<file path="src/rtl/instr_sequencer.sv">
// instr_sequencer
//   Multi-cycle control FSM for the register/ALU datapath. Latches the
//   instruction word shown by the instruction memory at the current PC and
//   steps the register-file, accumulator, ALU and bus-mux controls through
//   one to three execute cycles. It returns done/branch/branchaddress to
//   the PC logic and counts retired instructions.
//
//   State table
//     state   | meaning
//     --------+------------------------------------------------------------
//     S_FETCH | idle; latch instruction into IR when run = 1
//     S_E1    | first execute step (LOAD/MOVE/NOP/BR complete here)
//     S_E2    | ADD/XOR: G <= A op bus(ry)
//     S_E3    | ADD/XOR: Rx <= G, instruction complete
//
//   Ports
//     clk           in   system clock, rising edge
//     rst           in   synchronous active-high reset
//     run           in   fetch enable, only looked at in S_FETCH
//     instruction   in   {op, rx, ry} from instruction memory
//     rin           out  one-hot register write enables, bit n-1 -> Rn
//     a_in          out  load accumulator A from bus
//     g_in          out  load G from ALU
//     alu_op        out  0 = add, 1 = xor
//     bus_sel       out  0 = data-in, 1..6 = R1..R6, 7 = G
//     done          out  one-cycle pulse, PC advances by one
//     branch        out  one-cycle pulse, PC loads branchaddress
//     branchaddress out  branch target, 0 unless branch = 1
//     busy          out  1 whenever not in S_FETCH
//     retired       out  completed-instruction count, wraps

module instr_sequencer #(
  parameter int OP_SIZE   = 4,
  parameter int ARG_SIZE  = 3,
  parameter int ARG_NUM   = 2,
  parameter int PC_WIDTH  = 4,
  parameter int CNT_WIDTH = 8
) (
  input  logic                                clk,
  input  logic                                rst,
  input  logic                                run,
  input  logic [OP_SIZE+ARG_NUM*ARG_SIZE-1:0] instruction,
  output logic [5:0]                          rin,
  output logic                                a_in,
  output logic                                g_in,
  output logic                                alu_op,
  output logic [ARG_SIZE-1:0]                 bus_sel,
  output logic                                done,
  output logic                                branch,
  output logic [PC_WIDTH-1:0]                 branchaddress,
  output logic                                busy,
  output logic [CNT_WIDTH-1:0]                retired
);

  localparam int IW = OP_SIZE + ARG_NUM * ARG_SIZE;

  localparam logic [OP_SIZE-1:0] OP_LOAD = OP_SIZE'(4'b0000);
  localparam logic [OP_SIZE-1:0] OP_MOVE = OP_SIZE'(4'b0001);
  localparam logic [OP_SIZE-1:0] OP_ADD  = OP_SIZE'(4'b0010);
  localparam logic [OP_SIZE-1:0] OP_XOR  = OP_SIZE'(4'b0011);
  localparam logic [OP_SIZE-1:0] OP_BR   = OP_SIZE'(4'b1000);

  localparam logic [ARG_SIZE-1:0] SEL_DIN = ARG_SIZE'(0);
  localparam logic [ARG_SIZE-1:0] SEL_G   = ARG_SIZE'(7);

  typedef enum logic [1:0] {
    S_FETCH = 2'd0,
    S_E1    = 2'd1,
    S_E2    = 2'd2,
    S_E3    = 2'd3
  } state_t;

  state_t               state_q, state_d;
  logic [IW-1:0]        ir_q, ir_d;
  logic [CNT_WIDTH-1:0] retired_q;

  logic [OP_SIZE-1:0]  op;
  logic [ARG_SIZE-1:0] rx;
  logic [ARG_SIZE-1:0] ry;

  assign op = ir_q[IW-1 -: OP_SIZE];
  assign rx = ir_q[2*ARG_SIZE-1 -: ARG_SIZE];
  assign ry = ir_q[ARG_SIZE-1:0];

  // Register fields 0 (no register) and 7 (PC) have no write enable.
  function automatic logic [5:0] dest(input logic [ARG_SIZE-1:0] r);
    logic [5:0] oh;
    oh = 6'b000000;
    case (r)
      ARG_SIZE'(1): oh = 6'b000001;
      ARG_SIZE'(2): oh = 6'b000010;
      ARG_SIZE'(3): oh = 6'b000100;
      ARG_SIZE'(4): oh = 6'b001000;
      ARG_SIZE'(5): oh = 6'b010000;
      ARG_SIZE'(6): oh = 6'b100000;
      default:      oh = 6'b000000;
    endcase
    return oh;
  endfunction

  always_ff @(posedge clk) begin
    if (rst) begin
      state_q   <= S_FETCH;
      ir_q      <= '0;
      retired_q <= '0;
    end else begin
      state_q <= state_d;
      ir_q    <= ir_d;
      if (done || branch) begin
        retired_q <= retired_q + CNT_WIDTH'(1);
      end
    end
  end

  // Outputs depend only on state and IR; the live instruction word only
  // feeds the IR capture.
  always_comb begin
    state_d       = state_q;
    ir_d          = ir_q;
    rin           = 6'b000000;
    a_in          = 1'b0;
    g_in          = 1'b0;
    alu_op        = 1'b0;
    bus_sel       = SEL_DIN;
    done          = 1'b0;
    branch        = 1'b0;
    branchaddress = '0;
    busy          = 1'b1;

    case (state_q)
      S_FETCH: begin
        busy = 1'b0;
        if (run) begin
          ir_d    = instruction;
          state_d = S_E1;
        end
      end

      S_E1: begin
        state_d = S_FETCH;
        case (op)
          OP_LOAD: begin
            bus_sel = SEL_DIN;
            rin     = dest(rx);
            done    = 1'b1;
          end
          OP_MOVE: begin
            bus_sel = ry;
            rin     = dest(rx);
            done    = 1'b1;
          end
          OP_ADD, OP_XOR: begin
            bus_sel = rx;
            a_in    = 1'b1;
            state_d = S_E2;
          end
          OP_BR: begin
            branch        = 1'b1;
            branchaddress = ir_q[PC_WIDTH-1:0];
          end
          default: begin
            done = 1'b1;
          end
        endcase
      end

      S_E2: begin
        bus_sel = ry;
        g_in    = 1'b1;
        // ADD and XOR differ only in the opcode LSB.
        alu_op  = ir_q[IW-OP_SIZE];
        state_d = S_E3;
      end

      S_E3: begin
        bus_sel = SEL_G;
        rin     = dest(rx);
        done    = 1'b1;
        state_d = S_FETCH;
      end

      default: begin
        state_d = S_FETCH;
      end
    endcase
  end

  assign retired = retired_q;

endmodule
</file>
<file path="config.mk">
export PLATFORM = sky130hd
export DESIGN_NAME = instr_sequencer
export DESIGN_NICKNAME = d
export VERILOG_FILES = /design/src/rtl/instr_sequencer.sv
export SDC_FILE = /design/constraint.sdc
export NUM_CORES = 1
export LEC_CHECK = 0
export ABC_AREA = 1
export BUFFER_PORTS_ARGS = -buffer_cell sky130_fd_sc_hd__buf_4
export CAP_MARGIN = 20
export CORE_MARGIN = 3
export CORE_UTILIZATION = 44
export DETAILED_ROUTE_END_ITERATION = 10
export PLACE_DENSITY = 0.75
export SLEW_MARGIN = 20
export SYNTH_ARGS = -nofsm -noshare
export SYNTH_HDL_FRONTEND = slang
export SYNTH_SLANG_ARGS = --single-unit
</file>
<file path="constraint.sdc">
create_clock -name clk -period 1.2 [get_ports clk]
set_input_delay 0.12 -clock clk [delete_from_list [all_inputs] [get_ports clk]]
set_output_delay 0.12 -clock clk [all_outputs]
set_load 0.02 [all_outputs]
</file>
==> Word-level counts from Yosys, hierarchy flattened <==
Cells that the tools add are included.
{ "op_classes": {"n_addsub": 1, "n_eq_ne": 14, "n_mux": 19, "n_reduce_logical": 7} }
{ "ops": {"columns": ["operator", "count"], "rows": [
  ["6-bit one-hot mux with 6 select lines", 1],
  ["6-bit one-hot mux with 2 select lines", 1],
  ["3-bit == test (second input constant)", 3],
  ["3-bit one-hot mux with 3 select lines", 1],
  ["8-bit by 1-bit adder with 8-bit output (second input constant)", 1],
  ["4-bit by 2-bit == test with 1-bit output (second input constant)", 2],
  ["1-bit 2-to-1 mux", 8],
  ["4-bit 2-to-1 mux", 2],
  ["2-bit one-hot mux with 4 select lines", 1],
  ["3-bit by 2-bit == test with 1-bit output (second input constant)", 2],
  ["6-bit 2-to-1 mux", 1],
  ["3-bit one-hot mux with 2 select lines", 1],
  ["2-bit == test (second input constant)", 2],
  ["4-bit by 1-bit == test with 1-bit output (second input constant)", 1],
  ["4-bit == test (second input constant)", 1],
  ["4-bit zero test", 1],
  ["2-bit 2-to-1 mux", 2],
  ["2-bit OR reduction", 2],
  ["3-bit by 1-bit == test with 1-bit output (second input constant)", 1],
  ["3-bit OR reduction", 1],
  ["2-bit by 1-bit == test with 1-bit output (second input constant)", 1],
  ["2-bit zero test", 1],
  ["2-bit != test (second input constant)", 1],
  ["1-bit one-hot mux with 2 select lines", 1],
  ["other kinds (2)", 2]
]} }
{ "word_totals": {"ff_bits": 20, "elab_cells": 44} }

==> Depth between registers and ports, before layout <==
Gate-level depths: netlist of run 1.
{ "logic_depth": {"word_depth": 5, "depth_mapped": 8} }

==> Worst setup path before layout of run 1 <==
OpenSTA, ideal clock, no wires.
{ "synth_timing": {"kind": "reg2out", "start": "reg with a tool-made name", "end": "out bus_sel[0]", "t_arrival_ns": 1.407, "required_time_ns": 1.080, "setup_slack_ns": -0.327, "path_stages_with_launch": 5, "path_buffers": 0, "cell_sequence": "dfxtp_1 inv_1 nor2_1 inv_1 o211ai_1"} }
{ "synth_rtl": {"columns": ["item", "line_no", "source"], "rows": [
  ["end: declaration", "47", "output logic [ARG_SIZE-1:0] bus_sel,"]
]} }

==> Worst setup path after layout of run 1 <==
{ "layout_timing": {"start": "reg ir_q[9]", "end": "out rin[2]"} }
{ "layout_between": {"elab_chain_len": 4, "elab_cells_between_ends": 5} }
{ "layout_lines": {"columns": ["item", "line_no", "source"], "rows": [
  ["start: declaration", "74", "logic [IW-1:0] ir_q, ir_d;"],
  ["start signal: assignment", "108", "ir_q <= ir_d;"],
  ["4-bit by 1-bit == test with 1-bit output / 4-bit zero test (equally long branches)", "141", "case (op)"],
  ["2-bit OR reduction (no line) *", null, null],
  ["6-bit 2-to-1 mux *", null, null],
  ["6-bit one-hot mux with 2 select lines *", "130", "case (state_q)"],
  ["end: declaration", "43", "output logic [5:0] rin,"]
]} }
Every way passes the cells marked *; elsewhere a longest branch is shown, timed or not.

==> results.toml, run 1 <==
[outcome]
outcome = "finished, violations left"
violations = "negative setup slack"

[finish]
nFillCells = 150
diodes = 0
drive_gt1_share_pct = 50.4
syn2layout_area_growth_pct = 66.7
utilization_pct = 81.2
instances_no_fill = 254
design_area_sq_um = 1880
nets = 241

[logic_synthesis]
syn_area_per_cell_sq_um = 6.84
ys_types = 22
ys_seq_area_share_pct = 35.5
ys_ff_latch = 20
synth_edf_count = 0
netlist_area_sq_um = 1130
yosys_warnings = 0
syn_inst = 165
synth_flop_cell = "dfxtp_1"
synth_nets = 179
async_flop_share_pct = 0

[setup_path]
cp.required_ps = 1080
worst-r2r-cell-count = 9
cp-start-kind = "flip-flop"
cpPeakStageDelay_ps = 370
criticalPathCategory = "flip-flop to primary output"
path_cells = "nor2_4, nand2_1, nand2_2, nand2_2, nor3_2, buf_4"
r2r-end = "retired[0]"
cp_slowest_cell = "dfxtp_2"
cp_data_arrival_time_ps = 1470
rrSetupSlack_ps = -200
critPathMaxFanout = 3
cp_num_buf_inv = 1
crit_top_cell = "nand2_2"
cp_top_family = "simple AND/OR/NAND/NOR gates"
r2r_start = "ir_q[9]"
end_kind = "primary output"

[sta]
period_share_pct = 133
fin_crit_ps = 1590
max_freq_mhz = 628
clock_skew_ps = 11.9
maxSlewHeadroom_pct = 67.8
worstMarginPinSlew_ps = 482
grt_setup_unrepaired = "true"
finalHoldViolCount = 0
fin_ws_ps = -393
slew_viol_final = 0
setup_violations = 27

[die]
initial_core_util_pct = 48.7
rows = 17
die_x_um = 56.6
pin_count = 40
fp.dieH_um = 56.6
dieArea_sq_um = 3210
core_area_sq_um = 2320

[worst_hold_path]
hold_depth = 3
holdCritPathClass = "input pin to flip-flop"
min_to = "ir_q[5]"
holdCritStartpoint = "instruction[5]"

[clock_tree]
cts_tree = "built"
clockBufferDepth = 2
numCtsBuffers = 3
cts_root_buf = "clkbuf_4"
worstSkewPairLatency_ps = 320
clock_sinks = 20
htreeDepth = 1
clkSlewWorstSetupHoldPaths_ps = 130
cts_hold_repair.buffers = 0

[placed_design]
placed_area_sq_um = 1510
io_buffers = 39
dp.cells = 235
hpwl_um = 2270
gp_congestion = 0.862

[drt]
via_per_inst = 5.53
routed_wl_um = 3780
drtPass1Iterations = 5
drtAntennaViolNets = 0
drc = 0
drtIter0Drc = 55
avgRoutedWirePerCell_um = 14.9
route.vias.total = 1404

[power]
finalPower_mw = 1.77
p_leak_nw = 0.852
vdd_ir_drop_max_v = 0.000811
power.density_nw_per_um2 = 938

[global_route]
grt_pass1_wl_um = 5290
grt_overflow = 0
grt.total_usage_pct = 20.5
grt_pass1_vias = 1265
grt_max_degree = 20
antenna_found_initial = 0

[job]
cap_violations = 0
logic make-up after synthesis:
logic type	Yosys count	share of synthesized area, %
AO/OA/AOI/OAI	32	14.9
XOR/XNOR	3	2.33
adder cells (fa/ha/maj)	1	1.11
buffers and inverters	26	9.87
flip-flops	20	35.5
AND/OR/NAND/NOR	83	36.4
cells in the mapped netlist, drive strengths merged (3+ instances only):
master / instances / area share [%]
a21oi: 15 / 6.7
nand4: 8 / 4.4
o21ai: 13 / 5.8
nand3: 7 / 6.4
nand2: 34 / 12
xor2: 3 / 2.3
buf: 6 / 3.2
inv: 20 / 6.7
nor2: 28 / 11
nor3: 4 / 1.8
dfxtp: 20 / 35
state kept, by name, summed over array words and instances (netlist names), named ones only:
| register | flops |
|---|---|
| retired | 8 |
| state_q | 1 |
| ir_q | 10 |
metrics by stage:
stage | setup TNS (ps) | setup WS [ps] | hold WS [ps]
6_report | -6460 | -393 | 27.7
5_1_grt | -8730 | -473 | 20.8
4_1_cts | -5480 | -349 | 39.2
3_5_place_dp | -282 | -83.2 | 378
3_3_place_gp | -16.7 | -16.7 | 366
2_1_floorplan | -507 | -102 | 282
layer usage:
metal	up-vias	global-route usage (%)	wire [um]
li1	668	-	-
met1	677	20.9	1450
met2	49	38.0	2040
met3	10	6.21	185
met4	0	8.47	94
met5	-	0	0
how the worst max path moves through the flow:
stage | start | slack, ps | cells past startpoint | end
3_5_place_dp | ir_q[8] | -80 | 6 | bus_sel[1]
5_1_grt | ir_q[9] | -470 | 6 | rin[2]
3_3_place_gp | ir_q[8] | -20 | 5 | a_in
2_1_floorplan | state_q[0] | -100 | 6 | branchaddress[0]
4_1_cts | ir_q[8] | -350 | 6 | bus_sel[1]
6_report | ir_q[9] | -390 | 6 | rin[2]
cell usage in the layout (no fill, tap or decap), types with 3 or more instances in the layout:
cell,netlist,layout
clkbuf_4,0,3
dfxtp_1,20,13
xor2_1,3,3
a21oi_1,15,15
buf_6,0,13
buf_4,3,48
nand2_1,33,28
inv_1,19,15
nand2_2,1,4
nor2_4,1,5
nor2_1,23,19
nor2_2,4,4
nand4_1,8,8
nand3_4,3,4
inv_2,1,5
o21ai_2,0,9
dfxtp_4,0,3
dfxtp_2,0,4
report_power, final:
group / internal, mW / switching (mW) / total (mW)
Sequential: 0.703 / 0.0377 / 0.740
Combinational: 0.193 / 0.261 / 0.454
Clock: 0.338 / 0.233 / 0.571
Total: 1.23 / 0.532 / 1.77
tightest hold or removal path: cells and delay by family:
family	cells	cell delay, ps
AOI/OAI and AO/OA	1	50
buffers and inverters	1	80
and+or+nand+nor	1	70
cell type report:
class | count | area [sq um] | area share, %
timing repair buffer | 61 | 507 | 26.9
clock inverter | 1 | 30.0 | 1.60
tap | 28 | 35.0 | 1.86
inverter | 20 | 75.1 | 3.99
multi-input combinational | 121 | 796 | 42.3
sequential | 20 | 417 | 22.1
clock buffer | 3 | 22.5 | 1.20
timing repair:
action	in CTS	in global routing
pin swaps	8	4
setup endpoints to repair	37	38
cloned	0	2
setup buffers	7	6
resized for setup	23	43
Note: power is estimated with default switching activity, not from simulation.
==> run 2: changes to the inputs <==
Clock period 1.2 ns to 1.33 ns, I/O delays scaled along.
==> run 2 against run 1 <==
  * The run still ends with negative setup slack left
  * Combinational power shrank 15%
  * Count of clock-buffer cells in the layout is 1 higher
  * Final cell count fell by 3.9%
  * Core utilization down 1.2 points
  * Hold slack gained 46 ps
  * Clock skew fell by 11 ps
  * Via count decreased by 3.3%
  * Critical endpoint is now rin[3]
  * Largest cell class unchanged
  * Largest power group unchanged
==> results.toml, run 2 (same netlist as run 1, synthesis figures left out) <==
[outcome]
outcome = "finished, violations left"
violations = "negative setup slack"

[finish]
regArea_sq_um = 414
syn2layout_area_growth_pct = 64.2
layout_common_cells = "buf_4 (35), nand2_1 (20), inv_1 (15), dfxtp_1 (15), buf_6 (15)"
instances_no_fill = 244
diodes = 0
design_area_sq_um = 1850
utilization_pct = 79.9
regMostFlops = "ir_q"
largest_register_ffs = 10
drive_gt1_share_pct = 51.9
multiInputGateArea_sq_um = 823
layout_commonest_cell = "buf_4"
nFillCells = 160
nets = 231

[worst_hold_path]
hold_depth = 3
min_to = "ir_q[8]"
holdCritPathClass = "input pin to flip-flop"
holdCritStartpoint = "instruction[8]"

[setup_path]
cp_data_arrival_time_ps = 1460
end_kind = "primary output"
worst-r2r-cell-count = 8
cp-start-kind = "flip-flop"
criticalPathCategory = "flip-flop to primary output"
critPathMaxFanout = 3
r2r_start = "ir_q[8]"
r2r-end = "retired[2]"
crit_path_start = "ir_q[8]"
cp.required_ps = 1200
rrSetupSlack_ps = -150

[sta]
finalHoldViolCount = 0
whs_ps = 73.7
slew_viol_final = 0
finalSetupTns_ps = -3410
fin_crit_ps = 1590
maxSlewHeadroom_pct = 76.9
max_freq_mhz = 629
grt_setup_unrepaired = "true"
setup_violations = 25
period_share_pct = 119
fin_ws_ps = -259
clock_skew_ps = 0.761
worstMarginPinSlew_ps = 346

[placed_design]
io_buffers = 39
dp_slack_ps = 64.0
placed_area_sq_um = 1460
hpwl_um = 2200
dp.cells = 230
gp_congestion = 0.813

[global_route]
grt_overflow = 0
grt_pass1_wl_um = 5180
antenna_found_initial = 0
grt.total_usage_pct = 19.9
grt_max_degree = 20
grt_pass1_vias = 1194

[power]
power.density_nw_per_um2 = 767
finalPower_mw = 1.42
vdd_ir_drop_max_v = 0.000632
p_leak_nw = 0.800

[clock_tree]
clock_sinks = 20
worstSkewPairLatency_ps = 300
cts_hold_repair.buffers = 0
htreeDepth = 1
numCtsBuffers = 3
cts_tree = "built"
cts_root_buf = "clkbuf_4"
clkSlewWorstSetupHoldPaths_ps = 120
clockBufferDepth = 2

[drt]
avgRoutedWirePerCell_um = 15.5
drc = 0
routed_wl_um = 3790
via_per_inst = 5.56
drtAntennaViolNets = 0
drtIter0Drc = 48
route.vias.total = 1357
drtPass1Iterations = 4

[die]
dieArea_sq_um = 3210
die_x_um = 56.6
pin_count = 40
initial_core_util_pct = 48.7
core_area_sq_um = 2320
rows = 17
fp.dieH_um = 56.6

[job]
cap_violations = 0
-- run 2: cell types whose count changed in the layout (fill, tap and decap cells not counted), sizes merged --
cell | previous run | this run
bufinv | 1 | 0
nand2 | 35 | 34
clkbuf | 3 | 4
buf | 61 | 52
-- run 2: worst max-delay path by stage --
| stage | endpoint | cells past startpoint |
|---|---|---|
| floorplan | flip-flop | 5 |
| global placement | bus_sel[1] | 6 |
| detailed placement | bus_sel[1] | 6 |
| CTS | bus_sel[1] | 6 |
| global route | rin[3] | 6 |
| finish | rin[3] | 6 |
-- run 2: critical path: stages, from the launching register on --
cell and delay [ps]:
dfxtp_4 380, nor2_4 140, nand2_2 80, nand2_4 90, nand3_4 110, nor3_2 170
buf_4 180
-- run 2: final cells by class --
cell class	count	area share, %
tap	28	1.89
sequential	20	22.3
timing repair buffer	52	25.2
inverter	20	4.19
multi-input combinational	120	44.4
clock buffer	4	1.96
-- run 2: timing repair --
item / in CTS / in global routing
cloned: 0 / 1
setup buffers: 7 / 4
pin swaps: 8 / 9
setup endpoints to repair: 17 / 27
gates resized for setup: 33 / 47
-- run 2: per-layer routing --
metal	up-vias	track usage (%)	part of all wire (%)
li1	649	-	-
met1	647	24.1	42
met2	51	35.6	50
met3	10	4.60	5.8
met4	0	4.07	2.1
met5	-	0	0
-- run 2: where the power goes --
part,total [mW],switching (mW),internal [mW],leakage (nW)
registers,0.668,0.0348,0.633,0.167
clock network,0.365,0.198,0.167,0.0210
logic,0.388,0.233,0.155,0.612
total,1.42,0.466,0.955,0.800
==> run 3: changes to the inputs <==
Settings changed: CORE_ASPECT_RATIO set to 1.25.
==> run 3 against run 2 <==
  * The run still ends with negative setup slack left
  * Register-to-register slack gained 60 ps
  * Global-route usage grew 1.5 points
  * Largest power group unchanged
  * Flip-flop and latch count is the same
  * Critical path type unchanged
  * Core utilization shrank 6.7 points
  * Critical endpoint is now rin[2]
  * Largest cell class unchanged
==> results.toml, run 3 (same netlist as run 1, synthesis figures left out) <==
[finish]
drive_gt1_share_pct = 43.5
layout_common_cells = "buf_4 (46), nand2_1 (28), nor2_1 (20), inv_1 (16), dfxtp_1 (15)"
largest_register_ffs = 10
diodes = 0
nFillCells = 187
regMostFlops = "ir_q"
multiInputGateArea_sq_um = 729
instances_no_fill = 247
nets = 232
utilization_pct = 73.3
layout_commonest_cell = "buf_4"
regArea_sq_um = 414
syn2layout_area_growth_pct = 51.2

[drt]
routed_wl_um = 3380
route.vias.total = 1300
drtIter0Drc = 39
via_per_inst = 5.26
drc = 0
drtAntennaViolNets = 0
drtPass1Iterations = 4
avgRoutedWirePerCell_um = 13.7

[setup_path]
cp_data_arrival_time_ps = 1410
worst-r2r-cell-count = 8
rrSetupSlack_ps = -90
r2r_start = "ir_q[8]"
criticalPathCategory = "flip-flop to primary output"
end_kind = "primary output"
critPathMaxFanout = 3
cp.required_ps = 1200
cp-start-kind = "flip-flop"
r2r-end = "retired[5]"

[placed_design]
dp.cells = 233
io_buffers = 39
dp_slack_ps = 60.6
gp_congestion = 0.834
hpwl_um = 2170

[sta]
max_freq_mhz = 648
grt_setup_unrepaired = "true"
maxSlewHeadroom_pct = 77.9
setup_violations = 25
fin_ws_ps = -213
finalHoldViolCount = 0
fin_crit_ps = 1540
slew_viol_final = 0
period_share_pct = 116
clock_skew_ps = 10.4
worstMarginPinSlew_ps = 331

[die]
fp.dieH_um = 62.6
pin_count = 40
initial_core_util_pct = 48.4
dieArea_sq_um = 3210
die_x_um = 51.3
core_area_sq_um = 2330
rows = 19

[global_route]
grt.total_usage_pct = 21.5
grt_overflow = 0
antenna_found_initial = 0
grt_pass1_wl_um = 5460
grt_max_degree = 20
grt_pass1_vias = 1251

[clock_tree]
htreeDepth = 1
clockBufferDepth = 2
numCtsBuffers = 3
worstSkewPairLatency_ps = 300
cts_hold_repair.buffers = 0
cts_tree = "built"
cts_root_buf = "clkbuf_4"
clkSlewWorstSetupHoldPaths_ps = 110
clock_sinks = 20

[worst_hold_path]
holdCritStartpoint = "instruction[8]"
holdCritPathClass = "input pin to flip-flop"
min_to = "ir_q[8]"
hold_depth = 3

[job]
cap_violations = 0

[power]
p_leak_nw = 0.773
finalPower_mw = 1.30
vdd_ir_drop_max_v = 0.000615
power.density_nw_per_um2 = 759

[outcome]
outcome = "finished, violations left"
violations = "negative setup slack"
run 3: report_power, final:
group / internal (mW) / total, mW / leakage, nW / switching [mW]
combinational: 0.140 / 0.343 / 0.593 / 0.203
sequential: 0.633 / 0.666 / 0.167 / 0.0332
clock: 0.106 / 0.286 / 0.0138 / 0.181
run 3: what timing repair did:
action,CTS,global route
cloned,0,1
gates resized for setup,29,12
setup endpoints to repair,17,30
pin swaps,5,5
buffers inserted,8,2
run 3: per-layer routing:
layer | GRT usage (%) | share of wire (%) | vias to the layer above
li1 | - | - | 646
met1 | 21.9 | 37 | 594
met2 | 41.3 | 55 | 48
met3 | 3.10 | 5.2 | 12
met4 | 9.18 | 3.1 | 0
met5 | 0 | 0 | -
run 3: final cells by class:
cell class / count / share of cell area, %
Inverter: 20 / 4.55
Multi-Input combinational cell: 120 / 42.7
Clock buffer: 3 / 1.32
Timing Repair Buffer: 53 / 24.9
Sequential cell: 20 / 24.3
Tap cell: 31 / 2.27
run 3: how the worst max path moves through the flow:
| stage | endpoint | startpoint |
|---|---|---|
| after floorplan | flip-flop | ir_q[8] |
| after global placement | bus_sel[1] | ir_q[8] |
| after detailed placement | bus_sel[1] | ir_q[9] |
| after CTS | bus_sel[1] | ir_q[8] |
| after global routing | rin[3] | ir_q[9] |
| final | rin[2] | ir_q[9] |
run 3: worst max-delay path, cell delays in order, from the launching register on:
cell	delay (ps)
dfxtp_2	360
nor2_4	160
nand2_1	110
nand2_2	90
nand2_2	70
nor3_2	150
buf_4	160
run 3: through the flow:
| stage | hold WS (ps) | cell area [sq um] | setup TNS [ps] |
|---|---|---|---|
| detailed placement | 384 | 1460 | 0 |
| floorplan | 295 | 1140 | 0 |
| global route | 75.5 | 1710 | -5090 |
| global placement | 382 | 1460 | 0 |
| finish | 76.0 | 1710 | -3300 |
| CTS | 64.2 | 1640 | -2420 |
